<file path="config.mk">
export PLATFORM = sky130hd
export DESIGN_NAME = tcb_arbiter
export DESIGN_NICKNAME = d
export VERILOG_FILES = /design/src/rtl/tcb_arbiter.sv
export SDC_FILE = /design/constraint.sdc
export NUM_CORES = 1
export LEC_CHECK = 0
export CAP_MARGIN = 20
export CORE_AREA = 2 2 102 104
export DETAILED_ROUTE_END_ITERATION = 10
export DIE_AREA = 0 0 104 106
export RECOVER_POWER = 50
export REMOVE_ABC_BUFFERS = 1
export SYNTH_ARGS = -nofsm -noshare
export SYNTH_HDL_FRONTEND = slang
export SYNTH_SLANG_ARGS = --single-unit
</file>
<file path="constraint.sdc">
create_clock -name clk -period 2.73 [get_ports clk]
set_input_delay 0.546 -clock clk [delete_from_list [all_inputs] [get_ports clk]]
set_output_delay 0.546 -clock clk [all_outputs]
set_load 0.02 [all_outputs]
</file>
<file path="src/rtl/tcb_arbiter.sv">
// Shares one TCB subordinate between MN managers: round-robin grant with a stall lock,
// plus an ID pipeline that routes each response to its issuer. Option: TCB_ARBITER_FIXED_PRIORITY_EN.
module tcb_arbiter #(
    parameter int MN  = 2,
    parameter int AW  = 15,
    parameter int DW  = 32,
    parameter int BW  = DW/8,
    parameter int DLY = 1
) (
    input  logic             clk,
    input  logic             rst,
    input  logic [MN-1:0]    man_vld,
    input  logic [MN-1:0]    man_wen,
    input  logic [MN*AW-1:0] man_adr,
    input  logic [MN*BW-1:0] man_ben,
    input  logic [MN*DW-1:0] man_wdt,
    output logic [MN*DW-1:0] man_rdt,
    output logic [MN-1:0]    man_err,
    output logic [MN-1:0]    man_rdy,
    output logic             sub_vld,
    output logic             sub_wen,
    output logic [AW-1:0]    sub_adr,
    output logic [BW-1:0]    sub_ben,
    output logic [DW-1:0]    sub_wdt,
    input  logic [DW-1:0]    sub_rdt,
    input  logic             sub_err,
    input  logic             sub_rdy
);
    localparam int IW = (MN > 1) ? $clog2(MN) : 1;

    logic [IW-1:0] r_ptr;
    logic [IW-1:0] r_lid;
    logic          r_lck;

    logic [IW-1:0] w_gnt;
    logic [IW-1:0] w_idx;
    logic          w_found;
    logic [IW-1:0] w_ptr_next;
    logic          w_xfer;
    logic          w_stall;
    logic          w_viol;
    logic          w_rsp_v;
    logic [IW-1:0] w_rsp_id;

    // A locked grant ignores every other valid; otherwise search upward from the pointer.
    always_comb begin
        w_gnt   = r_ptr;
        w_idx   = '0;
        w_found = 1'b0;
        if (r_lck) begin
            w_gnt = r_lid;
        end else begin
            for (int k = 0; k < MN; k++) begin
                w_idx = IW'((int'(r_ptr) + k) % MN);
                if (!w_found && man_vld[w_idx]) begin
                    w_gnt   = w_idx;
                    w_found = 1'b1;
                end
            end
        end
    end

`ifdef TCB_ARBITER_FIXED_PRIORITY_EN
    assign w_ptr_next = '0;
`else
    assign w_ptr_next = (w_gnt == IW'(MN-1)) ? '0 : w_gnt + IW'(1);
`endif

    assign sub_vld = rst & (|man_vld);
    assign sub_wen = man_wen[w_gnt];
    assign sub_adr = man_adr[w_gnt*AW +: AW];
    assign sub_ben = man_ben[w_gnt*BW +: BW];
    assign sub_wdt = man_wdt[w_gnt*DW +: DW];

    assign w_xfer  = sub_vld & sub_rdy;
    assign w_stall = sub_vld & ~sub_rdy;
    assign w_viol  = r_lck & ~man_vld[r_lid];

    always_ff @(posedge clk or negedge rst) begin
        if (!rst) begin
            r_ptr <= '0;
            r_lck <= 1'b0;
            r_lid <= '0;
        end else if (w_viol) begin
            r_lck <= 1'b0;
        end else if (w_xfer) begin
            r_lck <= 1'b0;
            r_ptr <= w_ptr_next;
        end else if (w_stall) begin
            r_lck <= 1'b1;
            r_lid <= w_gnt;
        end
    end

`ifndef SYNTHESIS
    // A manager must keep its request up while it holds the lock.
    a_lock_held: assert property (@(posedge clk) disable iff (!rst) !w_viol);
`endif

    genvar gi;
    generate
        for (gi = 0; gi < DLY; gi++) begin : g_pipe
            logic          r_v;
            logic [IW-1:0] r_id;
            logic          w_v_in;
            logic [IW-1:0] w_id_in;
            if (gi == 0) begin : g_head
                assign w_v_in  = w_xfer;
                assign w_id_in = w_gnt;
            end else begin : g_body
                assign w_v_in  = g_pipe[gi-1].r_v;
                assign w_id_in = g_pipe[gi-1].r_id;
            end
            always_ff @(posedge clk or negedge rst) begin
                if (!rst) begin
                    r_v  <= 1'b0;
                    r_id <= '0;
                end else begin
                    r_v  <= w_v_in;
                    r_id <= w_id_in;
                end
            end
        end
    endgenerate

    assign w_rsp_v  = g_pipe[DLY-1].r_v;
    assign w_rsp_id = g_pipe[DLY-1].r_id;

    generate
        for (gi = 0; gi < MN; gi++) begin : g_man
            assign man_rdy[gi]             = rst & sub_rdy & (w_gnt == IW'(gi));
            assign man_rdt[gi*DW +: DW]    = (w_rsp_v && w_rsp_id == IW'(gi)) ? sub_rdt : '0;
            assign man_err[gi]             = w_rsp_v & (w_rsp_id == IW'(gi)) & sub_err;
        end
    endgenerate

endmodule

</file>
==> results.toml <==
[status]
status = "finished, final reports clean"

[worst_setup_path]
worst-path-buf-inv = 4
cp_max_fo = 14
end_kind = "output port"
max_stage_delay_ns = 0.33
ff2ff_setup_slack_ns = 1.49
required_ns = 2.18
cp_cell_sequence = "dlygate4sd2_1 > a21boi_4 > o31ai_4 > buf_6 > buf_16 > mux2_2 > clkdlybuf4s15_2"
worst-r2r-cell-count = 4
reg2reg_to = "g_pipe[0].r_id"
crit_slowest_cell = "mux2_2"
path_class = "input port to output port"
critical_path.top_delay_family = "buffers and inverters"
cp-start-kind = "input port"
worstPathArrival_ns = 2.13
reg2reg_from = "r_ptr"

[pwr]
p_total_w = 0.00159
vdd_drop_max_mv = 0.197
powerDensity_mw_per_mm2 = 390
leakagePower_nw = 1.92

[run]
drv_cap = 0

[yosys]
yosysTopAreaCellShare_pct = 43.5
yosys-top-cells-area = "mux2_2 43%, and2_1 15%, and3_1 15%, dfrtp_1 9.3%, buf_6 4.2%"
synthArstFlopShare_pct = 100
synth.distinct_cells = 16
synth-seq-cells = 5
syn_inst = 159
yosysSeqAreaShare_pct = 9.29
synth_area_mm2 = 0.00135
yosys.area.top_type = "mux2_2"
yosysWarnings = 0
avgSynthCellArea_um2 = 8.47
synth-edff-count = 0
synthFlopType = "dfrtp_1"

[cells_and_area]
area_delta_synth_final_pct = 202
drive_gt1_share_pct = 28.9
nNetsFinal = 572
insertedDiodeCount = 0

[clock_tree]
path_clk_slew_ns = 0.03
clk_latency_ns = 0.22
ctsHoldBuffers = 0
cts_made_buffers = 3
clock-sinks = 5
root_buffer = "clkbuf_8"
cts_max_path_buffers = 2
cts_tree = "done"
cts_max_level = 1

[placement]
post-place-ws_ns = -0.492
routabilityCongestion = 0.820
io_buffers = 262
dpl.hpwl_um = 7870

[sta]
fin_crit_ns = 2.68
rsz0062_at_grt = "false"
fin_crit_sh_pct = 98.1
fmax_mhz = 374
setup_ws_ns = 0.0531
hold_viol = 0
timing.slew.headroom_pct = 67.4
slew_violations = 0
tightest_slew_ns = 0.488
finalSetupViolations = 0
fin_skew_ns = 0.000493

[grt]
grt_pass1_wl_um = 13500
antenna_found_initial = 0
grt_pass1_vias = 2358
grt.total_usage_pct = 15.6
grt_max_degree = 34
globalRoute.totalOverflow = 0

[worst_hold_path]
min-delay-start = "r_lid"
hp-class = "flip-flop to flip-flop"
min_to = "r_lid"
hold_depth = 2

[die]
fp.dieH_um = 106
die_w_um = 104
row_count = 37
ioPinCount = 263
start_util_pct = 13.5
fp.coreArea_mm2 = 0.0100
die_area_mm2 = 0.0110

[drt]
drtAntennaViolNets = 0
drtIter0Drc = 30
routed_wirelength_um = 9230
drtPass1Iterations = 4
via_per_inst = 4.01
wl_per_cell_um = 16.3
vias = 2267
remaining_drc_errors = 0
## cells in the final DEF (no fill, tap or decap), drive strengths merged
| cell | instances |
|---|---|
| clkdlybuf4s50 | 153 |
| buf | 57 |
| dlygate4sd3 | 53 |
| mux2 | 52 |
| and3 | 33 |
| and2 | 33 |
| clkbuf | 10 |
| nor2 | 6 |
| dfrtp | 5 |
| dlygate4sd2 | 5 |
| clkdlybuf4s15 | 5 |
| a21oi | 4 |
| nand2 | 3 |
| nor2b | 3 |
| a21boi | 1 |
| o31ai | 1 |
| nor3b | 1 |
| o221ai | 1 |
| nand2b | 1 |
| a41oi | 1 |
| dlymetal6s2s | 1 |
## synthesized netlist by cell type, types with 3 or more instances
library cell,count
nor2b_1,3
and3_1,33
nand2_1,3
and2_1,33
buf_6,5
a21oi_1,4
mux2_2,52
dfrtp_1,5
clkbuf_1,9
nor2_1,6
## area by class of cell
cell class	instances	area (um2)
multi-input cells	140	1140
repair buffers	280	2580
fillers	1050	5930
flip-flops and latches	5	125
well taps	136	170
clock buffers	4	45.0
## state kept, by name, indices dropped and copies added, names as in the netlist
register and cells:
g_pipe.r_id 1, g_pipe.r_v 1, r_lck 1, r_lid 1
r_ptr 1
## worst max path at each step
| stage | start | to | depth (start not counted) |
|---|---|---|---|
| after floorplan | man_vld[0] | sub_adr[0] | 3 |
| after global placement | man_vld[1] | sub_wdt[8] | 6 |
| after detailed placement | man_vld[1] | sub_wdt[8] | 6 |
| after CTS | man_vld[0] | sub_wdt[8] | 7 |
| after global routing | man_vld[0] | sub_wdt[23] | 7 |
| final | man_vld[0] | sub_adr[11] | 7 |
## per-stage QoR
stage / setup TNS, ns / hold slack, ns / cells / area, um2 / util [%]
after global placement: -20.82 / 0.530 / 552 / 4130 / 41.3
after global routing: 0 / 0.638 / 565 / 4070 / 40.7
final: 0 / 0.587 / 565 / 4070 / 40.7
after floorplan: -21.60 / 0.250 / 145 / 1260 / -
after detailed placement: -23.02 / 0.580 / 552 / 4130 / 41.3
after CTS: -0.0219 / 0.592 / 565 / 4290 / 42.9
## cell families (layout without fill, tap and decap cells)
logic type      after synthesis  in the layout  share of synthesized area (%)
compound gates                8              8                           4.93
buf+inv                      14            284                           6.69
flops                         5              5                           9.29
mux                          52             52                           43.5
simple gates                 80             80                           35.6
## report_power, final
group | switching [W] | total, W | internal, W
Clock | 0.0000334 | 0.000133 | 0.000100
Combinational | 0.000638 | 0.00134 | 0.000703
Sequential | 0.0000200 | 0.000112 | 0.0000923
Total | 0.000692 | 0.00159 | 0.000895
## per-layer routing
| layer | global-route usage (%) | up-vias | share of wire, % |
|---|---|---|---|
| li1 | - | 1107 | - |
| met1 | 14.7 | 996 | 33 |
| met2 | 31.7 | 158 | 54 |
| met3 | 6.74 | 6 | 12 |
| met4 | 1.83 | 0 | 1.0 |
| met5 | 0 | - | 0 |
## worst min-delay path, delay by kind of cell (launching register included)
family	cells	cell delay, ns
compound gates	2	0.17
flops	1	0.36
## what timing repair did
| action | in CTS | in global routing |
|---|---|---|
| cloned | 2 | 0 |
| pin swaps | 1 | 1 |
| resized for setup | 169 | 39 |
| buffers inserted | 7 | 0 |
| endpoints found under the setup margin | 54 | 43 |
| endpoints found under the hold margin | 0 | 0 |
(Power assumes the default switching activity.)
